===== config.mk =====
export PLATFORM = sky130hd
export DESIGN_NAME = rcu_pll_seq_flat
export DESIGN_NICKNAME = d
export VERILOG_FILES = /design/src/rtl/rcu_pll_pkg.sv /design/src/rtl/rcu_pll_seq_if.sv /design/src/rtl/rcu_lock_sync.sv /design/src/rtl/rcu_pll_seq.sv /design/src/flat_wrapper.sv
export SDC_FILE = /design/constraint.sdc
export NUM_CORES = 1
export LEC_CHECK = 0
export ABC_AREA = 1
export CAP_MARGIN = 20
export CELL_PAD_IN_SITES_DETAIL_PLACEMENT = 1
export CELL_PAD_IN_SITES_GLOBAL_PLACEMENT = 2
export CORE_MARGIN = 2
export CORE_UTILIZATION = 34
export CTS_CLUSTER_DIAMETER = 100
export DETAILED_ROUTE_END_ITERATION = 6
export GPL_ROUTABILITY_DRIVEN = 0
export PLACE_DENSITY = 0.81
export SETUP_SLACK_MARGIN = 0.4
export SYNTH_ARGS = -nofsm -noshare
export SYNTH_HDL_FRONTEND = slang
export SYNTH_SLANG_ARGS = --single-unit
export TNS_END_PERCENT = 5

===== constraint.sdc =====
create_clock -name clk_i -period 4.3 [get_ports clk_i]
set_input_delay 0.645 -clock clk_i [delete_from_list [all_inputs] [get_ports clk_i]]
set_output_delay 0.645 -clock clk_i [all_outputs]
set_load 0.005 [all_outputs]

===== src/rtl/rcu_pll_pkg.sv =====
// Shared types and helpers for the RCU core-PLL sequencer.
package rcu_pll_pkg;

    localparam int RCU_CORE_CFG_WIDTH = 3;

    typedef enum logic [2:0] {
        IDLE,
        GATE,
        LOAD,
        WAIT_LOCK,
        SETTLE,
        ERR
    } pll_state_e;

    // Width of a down-counter able to hold the largest of three cycle counts.
    function automatic int cnt_width(input int a, input int b, input int c);
        int m;
        m = a;
        if (b > m) m = b;
        if (c > m) m = c;
        return $clog2(m) + 1;
    endfunction

endpackage


===== src/rtl/rcu_pll_seq_if.sv =====
// Config request handshake between a requester and the PLL sequencer.
interface rcu_pll_seq_if;
    import rcu_pll_pkg::*;

    logic                          cfg_req;
    logic [RCU_CORE_CFG_WIDTH-1:0] cfg;
    logic                          cfg_ack;

    modport master (output cfg_req, output cfg, input cfg_ack);
    modport slave  (input cfg_req, input cfg, output cfg_ack);
endinterface


===== src/rtl/rcu_lock_sync.sv =====
// Two-flop synchroniser for asynchronous status inputs; clears to 0 on reset.
module rcu_lock_sync #(
    parameter int WIDTH = 1
) (
    input  logic             clk,
    input  logic             srst,
    input  logic [WIDTH-1:0] raw,
    output logic [WIDTH-1:0] synced
);

    logic [WIDTH-1:0] meta_reg;
    logic [WIDTH-1:0] sync_reg;

    // Two register stages; the first may go metastable, the second is clean.
    always_ff @(posedge clk) begin
        if (srst) begin
            meta_reg <= '0;
            sync_reg <= '0;
        end else begin
            meta_reg <= raw;
            sync_reg <= meta_reg;
        end
    end

    assign synced = sync_reg;

endmodule


===== src/rtl/rcu_pll_seq.sv =====
// RCU core-PLL sequencer: gates the PLL, loads a new core config code,
// re-enables, waits for a synchronised lock, lets it settle, then strobes.
// Also relocks after lock loss and flags a sticky lock timeout.
module rcu_pll_seq
    import rcu_pll_pkg::*;
#(
    parameter int                            OFF_CYCLES    = 16,
    parameter int                            LOCK_TIMEOUT  = 4096,
    parameter int                            SETTLE_CYCLES = 8,
    parameter logic [RCU_CORE_CFG_WIDTH-1:0] RESET_CFG     = 3'd0
) (
    input  logic                          clk_i,
    input  logic                          rst_i,
    rcu_pll_seq_if.slave                  cfg_bus,
    input  logic                          pll_lock_i,
    output logic                          pll_en_o,
    output logic [RCU_CORE_CFG_WIDTH-1:0] core_cfg_o,
    output logic                          pll_strb_o,
    output logic                          busy_o,
    output logic                          done_o,
    output logic                          err_o
);

    localparam int CW = cnt_width(OFF_CYCLES, LOCK_TIMEOUT, SETTLE_CYCLES);

    // pll_en_o stays low for GATE plus the single LOAD cycle, so GATE
    // lasts OFF_CYCLES-1 cycles (at least one).
    localparam logic [CW-1:0] GATE_LOAD   = (OFF_CYCLES >= 2) ? CW'(OFF_CYCLES - 2) : '0;
    // The WAIT_LOCK cycle that first sees lock counts as the first settle
    // sample, so SETTLE itself holds SETTLE_CYCLES-1 more samples.
    localparam logic [CW-1:0] SETTLE_LOAD = (SETTLE_CYCLES >= 2) ? CW'(SETTLE_CYCLES - 2) : '0;
    localparam logic [CW-1:0] TMO_LOAD    = CW'(LOCK_TIMEOUT - 1);

    pll_state_e                    state_reg;
    logic [CW-1:0]                 cnt_reg;
    logic [CW-1:0]                 tmo_reg;
    logic [RCU_CORE_CFG_WIDTH-1:0] pend_cfg_reg;
    logic                          ack_reg;
    logic                          lock_s;

    rcu_lock_sync #(
        .WIDTH (1)
    ) u_lock_sync (
        .clk    (clk_i),
        .srst   (rst_i),
        .raw    (pll_lock_i),
        .synced (lock_s)
    );

    assign cfg_bus.cfg_ack = ack_reg;

    // Sequencer FSM; every output is registered as the value for the state being entered.
    always_ff @(posedge clk_i) begin
        if (rst_i) begin
            state_reg    <= LOAD;
            cnt_reg      <= '0;
            tmo_reg      <= TMO_LOAD;
            pend_cfg_reg <= RESET_CFG;
            ack_reg      <= 1'b0;
            pll_en_o     <= 1'b0;
            core_cfg_o   <= RESET_CFG;
            pll_strb_o   <= 1'b0;
            busy_o       <= 1'b1;
            done_o       <= 1'b0;
            err_o        <= 1'b0;
        end else begin
            done_o <= 1'b0;
            case (state_reg)
                IDLE: begin
                    // A request seen with ack high must be honoured, so it
                    // wins over a lock loss arriving in the same cycle.
                    if (cfg_bus.cfg_req && ack_reg) begin
                        if (cfg_bus.cfg == core_cfg_o && pll_strb_o) begin
                            done_o <= 1'b1;
                        end else begin
                            pend_cfg_reg <= cfg_bus.cfg;
                            cnt_reg      <= GATE_LOAD;
                            state_reg    <= GATE;
                            pll_en_o     <= 1'b0;
                            pll_strb_o   <= 1'b0;
                            ack_reg      <= 1'b0;
                            busy_o       <= 1'b1;
                        end
                    end else if (!lock_s) begin
                        tmo_reg    <= TMO_LOAD;
                        state_reg  <= WAIT_LOCK;
                        pll_strb_o <= 1'b0;
                        ack_reg    <= 1'b0;
                        busy_o     <= 1'b1;
                    end
                end
                GATE: begin
                    if (cnt_reg == '0) begin
                        // Present the new code for the whole LOAD cycle.
                        core_cfg_o <= pend_cfg_reg;
                        state_reg  <= LOAD;
                    end else begin
                        cnt_reg <= cnt_reg - CW'(1);
                    end
                end
                LOAD: begin
                    core_cfg_o <= pend_cfg_reg;
                    tmo_reg    <= TMO_LOAD;
                    pll_en_o   <= 1'b1;
                    state_reg  <= WAIT_LOCK;
                end
                WAIT_LOCK: begin
                    if (tmo_reg != '0) tmo_reg <= tmo_reg - CW'(1);
                    if (lock_s) begin
                        cnt_reg   <= SETTLE_LOAD;
                        state_reg <= SETTLE;
                    end else if (tmo_reg == '0) begin
                        state_reg <= ERR;
                        pll_en_o  <= 1'b0;
                        err_o     <= 1'b1;
                        ack_reg   <= 1'b1;
                        busy_o    <= 1'b0;
                    end
                end
                SETTLE: begin
                    // Timeout keeps running so lock glitches cannot stretch it.
                    if (tmo_reg != '0) tmo_reg <= tmo_reg - CW'(1);
                    if (!lock_s) begin
                        state_reg <= WAIT_LOCK;
                    end else if (cnt_reg == '0) begin
                        state_reg  <= IDLE;
                        pll_strb_o <= 1'b1;
                        done_o     <= 1'b1;
                        ack_reg    <= 1'b1;
                        busy_o     <= 1'b0;
                    end else begin
                        cnt_reg <= cnt_reg - CW'(1);
                    end
                end
                ERR: begin
                    // Recovery always reapplies the code, even if unchanged.
                    if (cfg_bus.cfg_req && ack_reg) begin
                        pend_cfg_reg <= cfg_bus.cfg;
                        cnt_reg      <= GATE_LOAD;
                        state_reg    <= GATE;
                        err_o        <= 1'b0;
                        ack_reg      <= 1'b0;
                        busy_o       <= 1'b1;
                    end
                end
                default: begin
                    state_reg <= LOAD;
                    pll_en_o  <= 1'b0;
                    ack_reg   <= 1'b0;
                    busy_o    <= 1'b1;
                end
            endcase
        end
    end

endmodule


===== src/flat_wrapper.sv =====
// flat-port wrapper written by rule: the top's interface ports become plain ports
module rcu_pll_seq_flat import rcu_pll_pkg::*;
#(
    parameter int                            OFF_CYCLES    = 16,
    parameter int                            LOCK_TIMEOUT  = 4096,
    parameter int                            SETTLE_CYCLES = 8,
    parameter logic [RCU_CORE_CFG_WIDTH-1:0] RESET_CFG     = 3'd0
)
  (clk_i, rst_i, pll_lock_i, pll_en_o, core_cfg_o, pll_strb_o, busy_o, done_o, err_o, cfg_bus_cfg_req, cfg_bus_cfg, cfg_bus_cfg_ack);
  rcu_pll_seq_if cfg_bus_i ();
  input  logic clk_i;
  input  logic rst_i;
  input  logic pll_lock_i;
  output logic pll_en_o;
  output logic [RCU_CORE_CFG_WIDTH-1:0] core_cfg_o;
  output logic pll_strb_o;
  output logic busy_o;
  output logic done_o;
  output logic err_o;
  input wire logic [$bits(cfg_bus_i.cfg_req)-1:0] cfg_bus_cfg_req;
  input wire logic [$bits(cfg_bus_i.cfg)-1:0] cfg_bus_cfg;
  output wire logic [$bits(cfg_bus_i.cfg_ack)-1:0] cfg_bus_cfg_ack;
  assign cfg_bus_i.cfg_req = cfg_bus_cfg_req;
  assign cfg_bus_i.cfg = cfg_bus_cfg;
  assign cfg_bus_cfg_ack = cfg_bus_i.cfg_ack;
  rcu_pll_seq #(.OFF_CYCLES(OFF_CYCLES), .LOCK_TIMEOUT(LOCK_TIMEOUT), .SETTLE_CYCLES(SETTLE_CYCLES), .RESET_CFG(RESET_CFG)) u_core (.clk_i(clk_i), .rst_i(rst_i), .cfg_bus(cfg_bus_i), .pll_lock_i(pll_lock_i), .pll_en_o(pll_en_o), .core_cfg_o(core_cfg_o), .pll_strb_o(pll_strb_o), .busy_o(busy_o), .done_o(done_o), .err_o(err_o));
endmodule

After elaboration in Yosys (flattened, before gate mapping)

Cells that the tools add are included.
Widths: inputs -> output; s select.

Equal/unequal tests: 22
Reduce and logical (&&, ||, !) cells: 24
Mux-type cells: 54
Bitwise logic cells: 2
$lt $le $gt $ge: 0
Div/mod/pow operators: 0
$mul: 0
Add/sub/neg operators: 2
Shift-type cells: 0

Operators by type and width:

| kind                  | number |
|---|---|
| $mux 13               | 9 |
| $pmux 13 s5           | 1 |
| $mux 3                | 13 |
| $pmux 13 s3           | 1 |
| $logic_not 13->1      | 2 |
| $sub 13x1->13 const B | 2 |
| $mux 1                | 21 |
| $pmux 3 s6            | 1 |
| $reduce_bool 13->1    | 1 |
| $ne 2x1->1 const B    | 6 |
| $ne 2x2->1 const B    | 6 |
| $pmux 3 s2            | 2 |
| $reduce_and 4->1      | 3 |
| $reduce_and 6->1      | 2 |
| $pmux 1 s5            | 2 |
| $reduce_and 5->1      | 2 |
| $ne 3x2->1 const B    | 3 |
| $reduce_and 8->1      | 1 |
| $reduce_bool 2->1     | 4 |
| $eq 3x2->1 const B    | 2 |
| $eq 3x3->1 const B    | 2 |
| $pmux 1 s2            | 3 |
| $reduce_bool 5->1     | 1 |
| $pmux 1 s4            | 1 |
| 10 further kinds      | 13 |

Register bits after elaboration: 43
Logic and storage cells: 117
Bits in latches: 0
Output and inout port bits: 9
Memories kept: 0
ROM bits: 0
Memory bits (writable): 0
Input bits: 7

Logic depth before layout (Yosys ltp)

Gate-level depths: netlist of the first run.

Depth after elaboration: 5
Depth in mapped cells: 12
Mapped depth without buffers: 11

By module

Synthesis of the first run repeated with hierarchy kept, for this count alone.

Cell total of the unflattened synthesis: 400
Area total of the unflattened synthesis: 2509.9 sq um

Modules (own cells, without submodules):

| module        | instances | cells an instance | area each (sq um) |
|---|---|---|---|
| rcu_pll_seq   | 1         | 394               | 2454.9 |
| rcu_lock_sync | 1         | 6                 | 55.1 |

Worst setup path after synthesis of the first run

No wires, ideal clock.

Path type: in2reg
From: input port cfg_bus_cfg_req
To: register u_core.tmo_reg[6]
Required time: 4.178 ns
Setup slack: 2.641 ns
Data arrival time: 1.537 ns
Stages on the path: 9
Library setup time: 0.122 ns
Path through: nand2_1 nor2_2 nor3_2 nand2_2 inv_1 buf_2 nand3_1 nand2_1 nand3_1

Longest elaborated chain between the ends: 3

RTL lines:

| item                       | RTL line           | source |
|---|---|---|
| start: declaration         | flat_wrapper.sv:20 | `input wire logic [$bits(cfg_bus_i.cfg_req)-1:0] cfg_bus_cfg_req;` |
| $logic_and 1x1->1          | rcu_pll_seq.sv:72  | `if (cfg_bus.cfg_req && ack_reg) begin` |
| $ne 2x2->1 (no line)       | --                 |  |
| $reduce_and 4->1 (no line) | --                 |  |
| end signal: assignment     | rcu_pll_seq.sv:108 | `if (tmo_reg != '0) tmo_reg <= tmo_reg - CW'(1);` |
| end signal: assignment     | rcu_pll_seq.sv:122 | `if (tmo_reg != '0) tmo_reg <= tmo_reg - CW'(1);` |
| end: declaration           | rcu_pll_seq.sv:36  | `logic [CW-1:0] tmo_reg;` |

Every way passes these cells.
A chain may end at the register's enable or synchronous reset.

Worst setup path in the final report of the first run

From: input port cfg_bus_cfg_req
To: register u_core.tmo_reg[0]

The elaborated chain is that of the path after synthesis.

==> impl_metrics.env, run 1 <==
export IMPL_hold_start="u_core.u_lock_sync.meta_reg"
export IMPL_gr_usage_met2_pct=31.15
export IMPL_cts_resized_gates=0
export IMPL_min_to="u_core.u_lock_sync.synced"
export IMPL_max_cap_violations=0
export IMPL_max_freq_mhz=427.4
export IMPL_drive_above_1_share_pct=5.728
export IMPL_grt_overflow=0
export IMPL_port_buffers=15
export IMPL_diodes=0
export IMPL_internal_power_mw=0.8881
export IMPL_ir_worst_vdd_v=0.0001618
export IMPL_criticalPathCategory="input pin to flip-flop"
export IMPL_drtIter0Drc=62
export IMPL_die_w_um=89.64
export IMPL_clock_sinks=43
export IMPL_path_max_fanout=11
export IMPL_p_seq_share_pct=32.1
export IMPL_hold_class="flip-flop to flip-flop"
export IMPL_crit_chain="clkdlybuf4s50_1 > nand2_1 > nor2_2 > nor3_2 > a21oi_1 > o21ai_0"
export IMPL_die_h_um=89.64
export IMPL_reg2reg_slack_ps=2180
export IMPL_clock_latency_ps=300
export IMPL_cts_max_level=2
export IMPL_grt_pass1_vias=2481
export IMPL_finalSetupViolations=0
export IMPL_p_clk_share_pct=15.6
export IMPL_p_comb_share_pct=52.4
export IMPL_hold_buffers=0
export IMPL_avgRoutedWirePerCell_um=13.00
export IMPL_ys_warn_count=0
export IMPL_die_area_um2=8035
export IMPL_synthesis_area_um2=2494
export IMPL_timing_final_crit_share_pct=54.42
export IMPL_skew_ps=10.57
export IMPL_clk_pin_slew_ps=100
export IMPL_endpoint_kind="flip-flop"
export IMPL_cp_required_ps=4440
export IMPL_period_needed_ps=2340
export IMPL_syn_to_final_growth_pct=12.74
export IMPL_worst_hold_path_num_cells=2
export IMPL_p_switching_mw=0.8415
export IMPL_fillers=980
export IMPL_relSlewSlack_pct=38.37
export IMPL_root_buffer="clkbuf_8"
export IMPL_worstPathArrival_ps=2480
export IMPL_hpwl_mm=5.149
export IMPL_clock_path_buffers=2
export IMPL_initial_core_util_pct=34.75
export IMPL_multi_input_area_um2=1381
export IMPL_drc_errors=0
export IMPL_crit_path_top_delay_cell="a21oi_1"
export IMPL_ant_nets=0
export IMPL_cts_setup_buffers=0
export IMPL_power_mw=1.730
export IMPL_grt_max_degree=22
export IMPL_grt_usage_pct=18.46
export IMPL_tns_ps=0
export IMPL_mostFrequentLayoutCells="nand2_1, nor2_1, inv_1"
export IMPL_cp_slowest_stage_delay_ps=720
export IMPL_grt_pass1_wl_mm=11.68
export IMPL_synth_nets=415
export IMPL_globalRouteMet1Util_pct=25.08
export IMPL_vias_per_cell=4.815
export IMPL_p_sw_share_pct=48.65
export IMPL_finalNetCount=429
export IMPL_leakagePower_nw=1.240
export IMPL_grtUsageMet3_pct=2.834
export IMPL_antenna_found_initial=0
export IMPL_status="finished clean"
export IMPL_synthCells=404
export IMPL_numCtsBuffers=5
export IMPL_setup_ws_ps=1960
export IMPL_ff2ff_path_depth=6
export IMPL_grt_busiest_layer="met2"
export IMPL_postSynthAreaPerCell_um2=6.172
export IMPL_ios=16
export IMPL_post_place_ws_ps=1614
export IMPL_layout_commonest_cell="nand2_1"
export IMPL_powerDensity_nw_per_um2=615.2
export IMPL_synth_seq_cells=43
export IMPL_reg2reg_from="u_core.state_reg[1]"
export IMPL_seqCellArea_um2=860.8
export IMPL_synth_distinct_cells=24
export IMPL_worst_setup_path_start_kind="input pin"
export IMPL_dr_pass1_iters=4
export IMPL_core_um2=7176
export IMPL_timing_rr_end="u_core.tmo_reg[0]"
export IMPL_drt_wl_total_mm=6.735
export IMPL_hold_violations=0
export IMPL_maxSlewViolCount=0
export IMPL_tritoncts="done"
export IMPL_rows=31
export IMPL_vias=2494
export IMPL_synth_yosys_seq_area_share_pct=34.52
export IMPL_rsz0062_at_grt="no"
export IMPL_worst_pin_slew_ps=924.4
Yosys cell counts, drive strengths merged:
cell type,n,area (µm²)
a21oi,24,120.1
buf,5,37.53
clkbuf,4,15.01
dfxtp,43,860.8
ha,4,50.05
inv,53,198.9
nand2,106,410.4
nand3,38,190.2
nand3b,2,15.01
nand4,7,43.79
nor2,75,296.5
nor3,10,55.05
o211ai,2,15.01
o21ai,24,123.9
xnor2,2,17.52
xor2,5,43.79
metal layers:
layer  routed length [µm]  vias up
met1                 3457     1157
met4                   53        0
met5                    0        -
met3                  161        4
li1                     -     1305
met2                 3062       28
per-stage QoR:
stage	cells	util (%)	hold slack, ps	area [µm²]
after floorplan	404	-	388.3	2494
after global placement	510	37.94	392.4	2723
after detailed placement	510	37.94	400.3	2723
after CTS	518	39.18	412.7	2811
after global routing	518	39.18	457.8	2811
final	518	39.18	408.7	2811
worst max path at each step:
stage                               start                end  slack (ps)
after global routing      cfg_bus_cfg_req  u_core.tmo_reg[0]        1710
after CTS                 cfg_bus_cfg_req  u_core.tmo_reg[0]        1940
after global placement    cfg_bus_cfg_req  u_core.tmo_reg[0]        1610
after detailed placement  cfg_bus_cfg_req  u_core.tmo_reg[0]        1610
after floorplan           cfg_bus_cfg_req  u_core.tmo_reg[6]        2640
final                     cfg_bus_cfg_req  u_core.tmo_reg[0]        1960
logic make-up after synthesis:
kind of cell | count (synthesis) | synth area share, %
AND/OR/NAND/NOR | 238 | 40.54
buffers and inverters | 62 | 10.08
AO/OA/AOI/OAI | 50 | 10.39
flip-flops | 43 | 34.52
XOR/XNOR | 7 | 2.459
adder cells (fa/ha/maj) | 4 | 2.007
cell type report:
cell class	instances	area share [%]
Multi-Input combinational cell	299	49.13
Clock buffer	5	2.448
Sequential cell	43	30.62
Clock inverter	3	0.7121
Inverter	53	7.076
Timing Repair Buffer	16	5.607
Tap cell	99	4.406
power by group through the flow:
stage                     Sequential (mW)  Clock (mW)  Combinational, mW
final                               0.555       0.269              0.906
after detailed placement            0.564           0              0.913
after CTS                           0.555       0.280              0.919
after global placement              0.561           0              0.901
after global routing                0.566       0.291               1.05
after floorplan                     0.545           0              0.688
critical path: cells and delay by family:
| kind | cells | cell delay [ps] |
|---|---|---|
| buf+inv | 1 | 460 |
| compound gates | 2 | 920 |
| simple gates | 3 | 460 |
Note: power is estimated with default switching activity, not from simulation.
==> inputs of run 2 (changes only) <==
- CORE_UTILIZATION: 34 -> 29
- PLACE_DENSITY: 0.81 -> 0.73
- clock period: 4.3 -> 2.15 ns (I/O delays scaled with it)
==> impl_metrics.env, run 2 (same netlist as run 1, synthesis figures left out) <==
export IMPL_drtIter0Drc=57
export IMPL_clk_pin_slew_ps=90
export IMPL_rsz0062_at_grt="yes"
export IMPL_grt_pass1_wl_mm=12.61
export IMPL_powerDensity_nw_per_um2=1297
export IMPL_skew_ps=11.30
export IMPL_period_needed_ps=1638
export IMPL_cp_required_ps=2330
export IMPL_worst_pin_slew_ps=535.1
export IMPL_die_w_um=96.73
export IMPL_hold_buffers=0
export IMPL_core_um2=8258
export IMPL_leakagePower_nw=1.334
export IMPL_hold_start="u_core.u_lock_sync.meta_reg"
export IMPL_crit_path_start="u_core.state_reg[2]"
export IMPL_antenna_found_initial=0
export IMPL_syn_to_final_growth_pct=21.22
export IMPL_endpoint_kind="flip-flop"
export IMPL_grt_usage_pct=16.24
export IMPL_final_util_pct=36.61
export IMPL_drt_wl_total_mm=7.313
export IMPL_max_freq_mhz=610.5
export IMPL_tns_ps=0
export IMPL_diodes=0
export IMPL_worst_setup_path_start_kind="flip-flop"
export IMPL_finalSetupViolations=0
export IMPL_die_h_um=96.73
export IMPL_mostFrequentLayoutCells="nand2_1, nor2_1, inv_1"
export IMPL_drc_errors=0
export IMPL_hold_class="flip-flop to flip-flop"
export IMPL_path_max_fanout=9
export IMPL_port_buffers=15
export IMPL_dr_pass1_iters=4
export IMPL_layout_commonest_cell="nand2_1"
export IMPL_power_mw=3.919
export IMPL_p_switching_mw=1.809
export IMPL_maxSlewViolCount=0
export IMPL_grt_max_degree=14
export IMPL_p_comb_share_pct=54.0
export IMPL_grt_overflow=0
export IMPL_internal_power_mw=2.110
export IMPL_clock_path_buffers=2
export IMPL_hold_violations=0
export IMPL_initial_core_util_pct=30.20
export IMPL_ant_nets=0
export IMPL_rows=33
export IMPL_root_buffer="clkbuf_8"
export IMPL_ir_worst_vdd_v=0.0003181
export IMPL_reg2reg_from="u_core.state_reg[2]"
export IMPL_cp_slowest_stage_delay_ps=400
export IMPL_clock_sinks=43
export IMPL_numCtsBuffers=5
export IMPL_vias=2550
export IMPL_relSlewSlack_pct=64.29
export IMPL_hpwl_mm=5.577
export IMPL_die_area_um2=9357
export IMPL_crit_chain="inv_2 > nand2_4 > nor2_1 > nor3_4 > nand2_4 > buf_4 > o21ai_0 > nand3_1"
export IMPL_cts_max_level=2
export IMPL_worstPathArrival_ps=1820
export IMPL_crit_path_top_delay_cell="dfxtp_4"
export IMPL_status="finished clean"
export IMPL_grt_pass1_vias=2630
export IMPL_finalNetCount=438
export IMPL_vias_per_cell=4.784
export IMPL_crit_top_cell="nand2_4"
export IMPL_p_seq_share_pct=28.8
export IMPL_clock_latency_ps=290
export IMPL_p_sw_share_pct=46.16
export IMPL_tritoncts="done"
export IMPL_drive_above_1_share_pct=12.85
export IMPL_max_cap_violations=0
export IMPL_timing_final_crit_share_pct=76.19
export IMPL_avgRoutedWirePerCell_um=13.72
export IMPL_ios=16
export IMPL_criticalPathCategory="flip-flop to flip-flop"
export IMPL_p_clk_share_pct=17.1
-- run 2: layer usage --
layer	track usage [%]	up-vias	part of all wire (%)
li1	-	1321	-
met1	21.94	1197	51
met2	27.35	26	46
met3	2.673	6	1.7
met4	3.359	0	0.92
met5	0	-	0
-- run 2: power by group through the flow --
| stage | logic [mW] | clock network, mW | registers, mW |
|---|---|---|---|
| global route | 2.41 | 0.747 | 1.16 |
| CTS | 1.99 | 0.712 | 1.11 |
| detailed placement | 1.90 | 0 | 1.12 |
| floorplan | 1.38 | 0 | 1.09 |
| finish | 2.12 | 0.671 | 1.13 |
| global placement | 1.91 | 0 | 1.12 |
-- run 2: area by class of cell --
class | count | area [µm²]
Timing Repair Buffer | 24 | 225.2
Clock inverter | 2 | 35.03
Fill cell | 1106 | 5235
Clock buffer | 6 | 82.58
Sequential cell | 43 | 872.1
Multi-Input combinational cell | 299 | 1464
Inverter | 53 | 205.2
Timing Repair inverter | 1 | 7.507
Tap cell | 105 | 131.4
-- run 2: repair_timing --
| item | 4_1_cts | 5_1_grt |
|---|---|---|
| gates cloned | 1 | 0 |
| gates resized for setup | 6 | 31 |
| pin swaps | 2 | 6 |
| setup buffers | 1 | 2 |
| setup endpoints to repair | 19 | 32 |
-- run 2: critical path, delay by kind of cell (launching register included) --
| family | cells | cell delay, ps |
|---|---|---|
| simple gates | 5 | 660 |
| compound gates | 1 | 200 |
| buf+inv | 2 | 270 |
| flops | 1 | 400 |
-- run 2: metrics by stage --
stage | setup WS, ps | instance area, µm² | cells | hold WS [ps]
2_1_floorplan | 694.9 | 2494 | 404 | 388.3
3_3_place_gp | 135.9 | 2768 | 521 | 414.1
3_5_place_dp | 101.5 | 2768 | 521 | 405.1
4_1_cts | 376.6 | 2914 | 531 | 405.9
5_1_grt | 374.1 | 3023 | 533 | 419.6
6_report | 511.9 | 3023 | 533 | 400.7
-- run 2: worst paths after layout --
path | to | slack [ps] | depth (start not counted)
worst max-delay path | u_core.tmo_reg[4] | 510 | 8
worst min-delay path | u_core.u_lock_sync.synced | 400 | 2
worst max register to register | u_core.tmo_reg[4] | 510 | 8
worst min register to register | u_core.u_lock_sync.synced | 400 | 2
==> inputs of run 3 (changes only) <==
- clock period: 2.15 -> 1.44 ns (I/O delays scaled with it)
==> impl_metrics.env, run 3 (same netlist as run 1, synthesis figures left out) <==
export IMPL_status="complete, but fails checks"
export IMPL_violations="setup timing"
export IMPL_p_seq_share_pct=24.0
export IMPL_drtIter0Drc=34
export IMPL_p_switching_mw=3.017
export IMPL_dpl_cell_area_um2=3511
export IMPL_finalSetupViolations=35
export IMPL_max_cap_violations=0
export IMPL_hold_violations=0
export IMPL_hold_class="flip-flop to flip-flop"
export IMPL_layout_commonest_cell="buf_4"
export IMPL_hpwl_mm=6.426
export IMPL_ios=16
export IMPL_diodes=0
export IMPL_syn_to_final_growth_pct=54.49
export IMPL_finalNetCount=530
export IMPL_final_instance_count_excl_fill=624
export IMPL_vias=2934
export IMPL_die_area_um2=9357
export IMPL_reg2reg_slack_ps=-110
export IMPL_antenna_found_initial=0
export IMPL_p_clk_share_pct=11.7
export IMPL_dr_pass1_iters=5
export IMPL_p_sw_share_pct=43.33
export IMPL_vias_per_cell=4.702
export IMPL_period_needed_ps=1551
export IMPL_drc_errors=0
export IMPL_die_w_um=96.73
export IMPL_cp_buffers_inverters=1
export IMPL_final_util_pct=46.65
export IMPL_root_buffer="clkbuf_8"
export IMPL_rows=33
export IMPL_endpoint_kind="flip-flop"
export IMPL_dp_cells=613
export IMPL_drt_wl_total_mm=8.201
export IMPL_maxSlewViolCount=0
export IMPL_clock_path_buffers=2
export IMPL_port_buffers=15
export IMPL_grt_max_degree=18
export IMPL_relSlewSlack_pct=82.23
export IMPL_mostFrequentLayoutCells="buf_4, nand2_1, nor2_1"
export IMPL_crit_path_top_delay_cell="dfxtp_2"
export IMPL_worst_setup_path_start_kind="flip-flop"
export IMPL_max_freq_mhz=644.6
export IMPL_die_h_um=96.73
export IMPL_clock_sinks=43
export IMPL_power_mw=6.964
export IMPL_crit_top_cell="nand2_1"
export IMPL_clk_pin_slew_ps=90
export IMPL_grt_usage_pct=17.96
export IMPL_setup_ws_ps=-111.3
export IMPL_internal_power_mw=3.947
export IMPL_avgRoutedWirePerCell_um=13.14
export IMPL_criticalPathCategory="flip-flop to flip-flop"
export IMPL_cp_top_family="simple AND/OR/NAND/NOR gates"
export IMPL_worstPathArrival_ps=1750
export IMPL_clock_latency_ps=300
export IMPL_powerDensity_nw_per_um2=1808
export IMPL_rsz0062_at_grt="yes"
export IMPL_grt_pass1_vias=3039
export IMPL_cp_required_ps=1640
export IMPL_ant_nets=0
export IMPL_path_max_fanout=4
export IMPL_tritoncts="done"
export IMPL_gr_usage_met2_pct=32.48
export IMPL_cts_max_level=2
export IMPL_grt_busiest_layer="met2"
export IMPL_skew_ps=6.367
export IMPL_numCtsBuffers=5
export IMPL_worst_pin_slew_ps=265.6
export IMPL_timing_final_crit_share_pct=107.7
export IMPL_drive_above_1_share_pct=37.76
export IMPL_cp_slowest_stage_delay_ps=340
export IMPL_ir_worst_vdd_v=0.0005477
export IMPL_tns_ps=-2497
export IMPL_initial_core_util_pct=30.20
export IMPL_post_place_ws_ps=-455.2
export IMPL_leakagePower_nw=1.820
export IMPL_grtUsageMet3_pct=2.890
export IMPL_final_area_um2=3852
export IMPL_globalRouteMet1Util_pct=21.84
export IMPL_p_comb_share_pct=64.3
export IMPL_grt_pass1_wl_mm=14.03
export IMPL_crit_chain="inv_2 > ha_4 > nand2_1 > nor2_2 > nand3_2 > o21ai_1 > nand2_1 > nor2_4 > nand2_1 > nand2_1 > nor2_1"
export IMPL_core_um2=8258
export IMPL_whs_ps=419.7
export IMPL_grt_overflow=0
## run 3: final timing paths
check | startpoint | endpoint | depth (start not counted)
max reg2reg | u_core.cnt_reg[1] | u_core.state_reg[0] | 11
max | u_core.cnt_reg[1] | u_core.state_reg[0] | 11
min reg2reg | u_core.u_lock_sync.meta_reg | u_core.u_lock_sync.synced | 2
min | u_core.u_lock_sync.meta_reg | u_core.u_lock_sync.synced | 2
## run 3: area by class of cell
| type | instances | area [µm²] |
|---|---|---|
| sequential | 43 | 888.4 |
| timing repair buffer | 117 | 953.4 |
| clock inverter | 1 | 5.005 |
| multi-input combinational | 299 | 1580 |
| tap | 105 | 131.4 |
| inverter | 53 | 211.5 |
| clock buffer | 6 | 82.58 |
| fill | 1068 | 4405 |
## run 3: timing repair
action                     CTS  global route
pin swaps                    7            23
setup endpoints to repair   50            47
gates cloned                 0             0
buffers inserted             3             1
gates resized for setup     85            36
hold buffers                 0             0
## run 3: power groups by stage
stage / clock (mW) / combinational (mW) / sequential, mW
2_1_floorplan: 0 / 2.14 / 1.65
3_3_place_gp: 0 / 3.93 / 1.64
3_5_place_dp: 0 / 4.02 / 1.64
4_1_cts: 0.867 / 4.28 / 1.67
5_1_grt: 0.898 / 4.98 / 1.71
6_report: 0.816 / 4.47 / 1.67
## run 3: worst register-to-register path: stages, from the launching register on
cell and delay (ps):
dfxtp_2 340, inv_2 70, ha_4 140, nand2_1 60, nor2_2 140, nand3_2 110
o21ai_1 150, nand2_1 140, nor2_4 160, nand2_1 60, nand2_1 60, nor2_1 30
## run 3: routing by layer
layer / part of all wire (%) / routed length (µm)
met2: 50 / 4077
met4: 1.3 / 105
met1: 47 / 3833
met3: 2.3 / 185
met5: 0 / 0
